<file path="config.mk">
export PLATFORM = sky130hd
export DESIGN_NAME = code_loader
export DESIGN_NICKNAME = d
export VERILOG_FILES = /design/src/rtl/code_loader.sv
export SDC_FILE = /design/constraint.sdc
export NUM_CORES = 1
export LEC_CHECK = 0
export BUFFER_PORTS_ARGS = -buffer_cell sky130_fd_sc_hd__buf_2
export CAP_MARGIN = 20
export CORE_MARGIN = 2
export CORE_UTILIZATION = 45
export CTS_CLUSTER_SIZE = 30
export DETAILED_ROUTE_END_ITERATION = 8
export GPL_TIMING_DRIVEN = 0
export PLACE_DENSITY = 0.7
export SYNTH_ARGS = -nofsm -noshare
export SYNTH_HDL_FRONTEND = slang
export SYNTH_SLANG_ARGS = --single-unit
</file>
<file path="constraint.sdc">
create_clock -name clk -period 2.5 [get_ports clk]
set_input_delay 0.375 -clock clk [delete_from_list [all_inputs] [get_ports clk]]
set_output_delay 0.375 -clock clk [all_outputs]
set_load 0.005 [all_outputs]
</file>
<file path="src/rtl/code_loader.sv">
// Code-RAM loader: parses SYNC_B, LEN_H, LEN_L, LEN x {lo, hi} [, CSUM] and writes words from address 0.
// Optional trailing checksum byte enabled by defining CODE_LOADER_CSUM_EN.
module code_loader #(
  parameter int          ADDR_W = 16,
  parameter logic [7:0]  SYNC_B = 8'hA5
) (
  input  logic              clk,
  input  logic              reset,
  input  logic              in_valid,
  input  logic [7:0]        in_byte,
  output logic              in_ready,
  input  logic              start,
  output logic              mem_we,
  output logic [ADDR_W-1:0] mem_addr,
  output logic [15:0]       mem_wdata,
  output logic              cpu_hold,
  output logic              busy,
  output logic              done,
  output logic              err,
  output logic [15:0]       word_count
);

  typedef enum logic [3:0] {
    ST_SYNC, ST_LEN_H, ST_LEN_L, ST_DATA_L, ST_DATA_H,
    ST_WRITE, ST_CSUM, ST_DONE, ST_ERR
  } state_t;

`ifdef CODE_LOADER_CSUM_EN
  localparam state_t ST_LAST = ST_CSUM;
`else
  localparam state_t ST_LAST = ST_DONE;
`endif

  state_t             state_q, state_d;
  logic               in_ready_q, in_ready_d;
  logic               mem_we_q, mem_we_d;
  logic [ADDR_W-1:0]  mem_addr_q, mem_addr_d;
  logic [15:0]        mem_wdata_q, mem_wdata_d;
  logic               cpu_hold_q, cpu_hold_d;
  logic               busy_q, busy_d;
  logic               done_q, done_d;
  logic               err_q, err_d;
  logic [15:0]        word_count_q, word_count_d;
  logic [15:0]        length_q, length_d;
  logic [7:0]         lo_q, lo_d;
`ifdef CODE_LOADER_CSUM_EN
  logic [7:0]         sum_q, sum_d;
`endif

  logic        acc;
  logic [15:0] wc_inc;

  assign acc    = in_valid & in_ready_q;
  assign wc_inc = word_count_q + 16'd1;

  always_ff @(posedge clk or negedge reset) begin
    if (!reset) state_q <= ST_SYNC;
    else        state_q <= state_d;
  end

  always_comb begin
    state_d = state_q;
    case (state_q)
      ST_SYNC:   if (acc && in_byte == SYNC_B) state_d = ST_LEN_H;
      ST_LEN_H:  if (acc) state_d = ST_LEN_L;
      ST_LEN_L:  if (acc) state_d = ({length_q[15:8], in_byte} == 16'd0) ? ST_LAST : ST_DATA_L;
      ST_DATA_L: if (acc) state_d = ST_DATA_H;
      ST_DATA_H: if (acc) state_d = ST_WRITE;
      ST_WRITE:  state_d = (wc_inc == length_q) ? ST_LAST : ST_DATA_L;
`ifdef CODE_LOADER_CSUM_EN
      ST_CSUM:   if (acc) state_d = (sum_q + in_byte == 8'd0) ? ST_DONE : ST_ERR;
`endif
      ST_DONE,
      ST_ERR:    if (start) state_d = ST_SYNC;
      default:   state_d = ST_SYNC;
    endcase
  end

  // Datapath: byte capture, address/count stepping and running checksum.
  always_comb begin
    mem_addr_d   = mem_addr_q;
    mem_wdata_d  = mem_wdata_q;
    word_count_d = word_count_q;
    length_d     = length_q;
    lo_d         = lo_q;
`ifdef CODE_LOADER_CSUM_EN
    sum_d        = sum_q;
`endif
    case (state_q)
      ST_SYNC: begin
`ifdef CODE_LOADER_CSUM_EN
        sum_d = 8'd0;
`endif
        if (acc && in_byte == SYNC_B) begin
          mem_addr_d   = '0;
          word_count_d = 16'd0;
        end
      end
      ST_LEN_H:  if (acc) length_d[15:8] = in_byte;
      ST_LEN_L:  if (acc) length_d[7:0]  = in_byte;
      ST_DATA_L: if (acc) lo_d = in_byte;
      ST_DATA_H: if (acc) mem_wdata_d = {in_byte, lo_q};
      ST_WRITE: begin
        mem_addr_d   = mem_addr_q + ADDR_W'(1);
        word_count_d = wc_inc;
      end
      default: ;
    endcase
`ifdef CODE_LOADER_CSUM_EN
    if (acc && state_q != ST_SYNC) sum_d = sum_q + in_byte;
`endif
  end

  // Registered outputs are decoded from the state being entered.
  always_comb begin
    in_ready_d = (state_d == ST_SYNC)   || (state_d == ST_LEN_H)  ||
                 (state_d == ST_LEN_L)  || (state_d == ST_DATA_L) ||
                 (state_d == ST_DATA_H) || (state_d == ST_CSUM);
    mem_we_d   = (state_d == ST_WRITE);
    cpu_hold_d = (state_d != ST_DONE);
    busy_d     = (state_d != ST_DONE) && (state_d != ST_ERR);
    done_d     = (state_d == ST_DONE);
    err_d      = (state_d == ST_ERR);
  end

  always_ff @(posedge clk or negedge reset) begin
    if (!reset) begin
      in_ready_q   <= 1'b0;
      mem_we_q     <= 1'b0;
      mem_addr_q   <= '0;
      mem_wdata_q  <= 16'd0;
      cpu_hold_q   <= 1'b1;
      busy_q       <= 1'b1;
      done_q       <= 1'b0;
      err_q        <= 1'b0;
      word_count_q <= 16'd0;
      length_q     <= 16'd0;
      lo_q         <= 8'd0;
`ifdef CODE_LOADER_CSUM_EN
      sum_q        <= 8'd0;
`endif
    end else begin
      in_ready_q   <= in_ready_d;
      mem_we_q     <= mem_we_d;
      mem_addr_q   <= mem_addr_d;
      mem_wdata_q  <= mem_wdata_d;
      cpu_hold_q   <= cpu_hold_d;
      busy_q       <= busy_d;
      done_q       <= done_d;
      err_q        <= err_d;
      word_count_q <= word_count_d;
      length_q     <= length_d;
      lo_q         <= lo_d;
`ifdef CODE_LOADER_CSUM_EN
      sum_q        <= sum_d;
`endif
    end
  end

  assign in_ready   = in_ready_q;
  assign mem_we     = mem_we_q;
  assign mem_addr   = mem_addr_q;
  assign mem_wdata  = mem_wdata_q;
  assign cpu_hold   = cpu_hold_q;
  assign busy       = busy_q;
  assign done       = done_q;
  assign err        = err_q;
  assign word_count = word_count_q;

endmodule
</file>
==> results by group <==
Setup path
  • CP Capture Type: register
  • Arr. time, crit path: between 2 and 3 ns
  • Worst Setup Path Type: reg2reg
  • Maximum fanout along the worst path: 7
  • Element type at the critical path start: register
  • Data required, critical path: 2.71 ns

Clocking
  • CTS Sinks: between 80 and 90
  • Root Buffer: clkbuf_8
  • Num CTS Buffers: 9
  • Clock Latency Late Sink: ~0.35 ns
  • Maximum clock path buffer count: 2
  • CTS H-tree lvls: 3
  • TritonCTS clock tree: yes
  • Clock-pin slew on the worst setup and hold paths: 0.08 ns

STA
  • Unrepaired setup endpoints after global routing: false
  • Slew at the pin closest to its max-slew limit: 0.675 ns
  • Setup Viol. Count Final: 0
  • Final Max Tran Viols: 0
  • Worst hold slack: 0.330 ns
  • Final cycle utilization of the critical path: 95.4%
  • Final setup TNS: 0 ns
  • Slew HR: 54.8%
  • Max Freq: 419 MHz
  • Final min period: 2.39 ns
  • Clock Skews: 0.00932 ns
  • Final hold vios: 0

Detailed routing
  • Avg WL per Cell: approximately 17 um
  • DRT iter0 DRCs: approximately 110
  • Final ANT Viol Nets: 0
  • Drt pass-1 iters: 5
  • Vias: 3215
  • Post-route DRC: 0
  • Total wire length: 9.56 mm
  • Vias per cell: 5.66

Logic synthesis
  • Mean Syn Cell Area: 10.9 sq um
  • Yosys reg bits: roughly 80
  • Sequential fraction of the synthesis area: between 50 and 60%
  • Synth unique cells: 55
  • Ys async rst share: 100%
  • Ys Warns: 0
  • Ys flop type: dfrtp_1
  • Mapped Cells: 376
  • Number of enable flip-flop cells after synthesis: 0
  • Mapped Area: 4090 sq um
  • Mapped Nets: 390

Placement
  • Area after DPL: 4580 sq um
  • Gpl congestion: 0.833
  • IO Port Bufs: 65
  • HPWL after DPL: 6.98 mm

Pwr
  • Worst vdd ir: 0.447 mV
  • Switching power: roughly 0.0015 W
  • Total power: 0.00428 W
  • Power share of the clock group: 19.8%
  • Logic pwr share: 35.8%
  • Sequential Power Share: 44.3%
  • Power Internal: ~0.0027 W
  • P_leak: 2.19 nW
  • Pwr dens: roughly 890 nW/um^2
  • Sw Share: 35.8%

Global routing
  • Total GRT Usage: 20.3%
  • Initial antenna violation count: 0
  • First-pass GRT wire length: 15.9 mm
  • Vias in the first global route: 3151
  • Grt total ovfl: 0
  • Largest net degree at the start of global routing: 60

Floorplanning
  • Initial Util: between 40% and 50%
  • Core ar.: 8760 sq um
  • Die H: approximately 99 um
  • Ports: 66
  • Die footprint: roughly 10000 sq um
  • Horiz. Die Dim: 99.3 um
  • Row cnt: 34

Outcome
  • Status: finished, final reports clean

Finish
  • Share of post-route cells with drive strength above 1: 33.5%
  • Nets: 470
  • # diodes: 0
  • Final Core Density: 54.7%
  • Commonest non-fill, non-tap cell in the layout: dfrtp_1
  • Synthesis-to-layout area growth: 17.4%
  • Design area: approximately 4800 sq um
  • Most frequent cells in the layout: 78 x dfrtp_1, 72 x buf_2, 41 x mux2_2

Job
  • Max Cap Viol: 0

Hold path
  • Hold Path Class: in2reg
==> state kept, by name, indices dropped and copies added, names as in the netlist, 4 cells and up <==
name	cells
mem_addr	16
length_q	16
lo_q	8
word_count	16
state_q	4
mem_wdata	16
==> path summary, 6_finish.rpt <==
check / start / end / slack, ns / depth (start not counted)
hold / removal: in_byte[4] / mem_wdata[12]$_DFFE_PN0P_ / 0.33 / 2
hold reg to reg: mem_addr[15]$_DFFE_PN0P_ / mem_addr[15]$_DFFE_PN0P_ / 0.47 / 1
setup reg to reg: word_count[0]$_DFFE_PN0P_ / in_ready$_DFF_PN0_ / 0.11 / 7
min in group asynchronous: reset / in_ready$_DFF_PN0_ / 0.47 / 2
setup / recovery: word_count[0]$_DFFE_PN0P_ / in_ready$_DFF_PN0_ / 0.11 / 7
max in group asynchronous: reset / word_count[1]$_DFFE_PN0P_ / 1.43 / 3
==> power by group through the flow <==
stage          Combinational [W]  Clock [W]  Sequential, W
6_report                 0.00153   0.000848        0.00190
5_1_grt                  0.00172   0.000920        0.00195
4_1_cts                  0.00152   0.000870        0.00190
3_5_place_dp             0.00150          0        0.00192
3_3_place_gp             0.00146          0        0.00190
2_1_floorplan            0.00110          0        0.00186
==> what timing repair did <==
item                                    CTS  global route
endpoints found under the setup margin   10            12
gates resized for setup                   3             4
pin swaps                                 0             2
setup buffers                             0             2
hold endpoints to repair                 21             0
hold buffers                              1             0
==> layout make-up <==
class,count,area (sq um)
inverters,6,22.5
multi-input cells,268,1920
clock inverters,5,31.3
repair buffers,69,380
plain buffers,20,116
well taps,108,135
clock buffers,10,138
flip-flops and latches,82,2060
fillers,752,3970
==> per-stage QoR <==
| stage | setup WS (ns) | cells |
|---|---|---|
| floorplan | 0.248 | 376 |
| global placement | -0.236 | 549 |
| detailed placement | -0.283 | 550 |
| CTS | 0.0706 | 566 |
| global route | 0.000566 | 568 |
| finish | 0.114 | 568 |
==> worst max-delay path, cell delays in order (launching register included) <==
cell     delay, ns
dfrtp_2       0.43
ha_4          0.19
and4_4        0.28
nand4_1       0.16
xnor2_1       0.16
or4_4         0.50
o41ai_4       0.40
a21oi_1       0.13
==> cells in the mapped netlist, types with 2 or more instances <==
cell type	instances	area share, %
dfrtp_1	80	49
mux2_2	41	11
nand2_1	35	3.2
o21ai_0	29	3.6
nor2_1	18	1.7
a21oi_1	14	1.7
xor2_1	13	2.8
nand3_1	12	1.5
xnor2_1	10	2.1
and3_1	9	1.4
o31ai_1	9	1.7
buf_2	8	0.98
a31oi_1	7	1.1
clkbuf_1	7	0.64
nand4_1	7	1.1
inv_1	6	0.55
and2_1	5	0.77
and4_1	4	0.86
nor4_1	4	0.61
o21ai_1	4	0.49
a211oi_1	3	0.55
buf_6	3	0.83
nand2b_1	3	0.46
nor3_1	3	0.37
nor3_2	3	0.73
buf_4	2	0.37
dfstp_2	2	1.3
ha_1	2	0.61
mux2i_1	2	0.49
nor2b_1	2	0.31
o211ai_1	2	0.37
o221ai_1	2	0.43
or4_1	2	0.37
or4_4	2	0.55
==> cells by family (layout without fill, tap and decap cells) <==
| group | Yosys count | in the layout | synth area share, % |
|---|---|---|---|
| flops | 82 | 82 | 50.3 |
| mux | 43 | 43 | 11.8 |
| xor+xnor | 23 | 23 | 4.93 |
| compound gates | 81 | 81 | 12.6 |
| simple gates | 119 | 119 | 16.4 |
| buf+inv | 26 | 110 | 3.37 |
| fa+ha+maj | 2 | 2 | 0.612 |
==> per-layer routing <==
| metal | part of all wire [%] | GRT usage [%] | up-vias | wire length [um] |
|---|---|---|---|---|
| met1 | 45 | 27.1 | 1580 | 4300 |
| li1 | - | - | 1538 | - |
| met3 | 5.0 | 3.94 | 13 | 480 |
| met2 | 48 | 33.2 | 84 | 4620 |
| met5 | 0 | 0 | - | 0 |
| met4 | 1.7 | 7.38 | 0 | 159 |
Note: power is estimated with default switching activity, not from simulation.
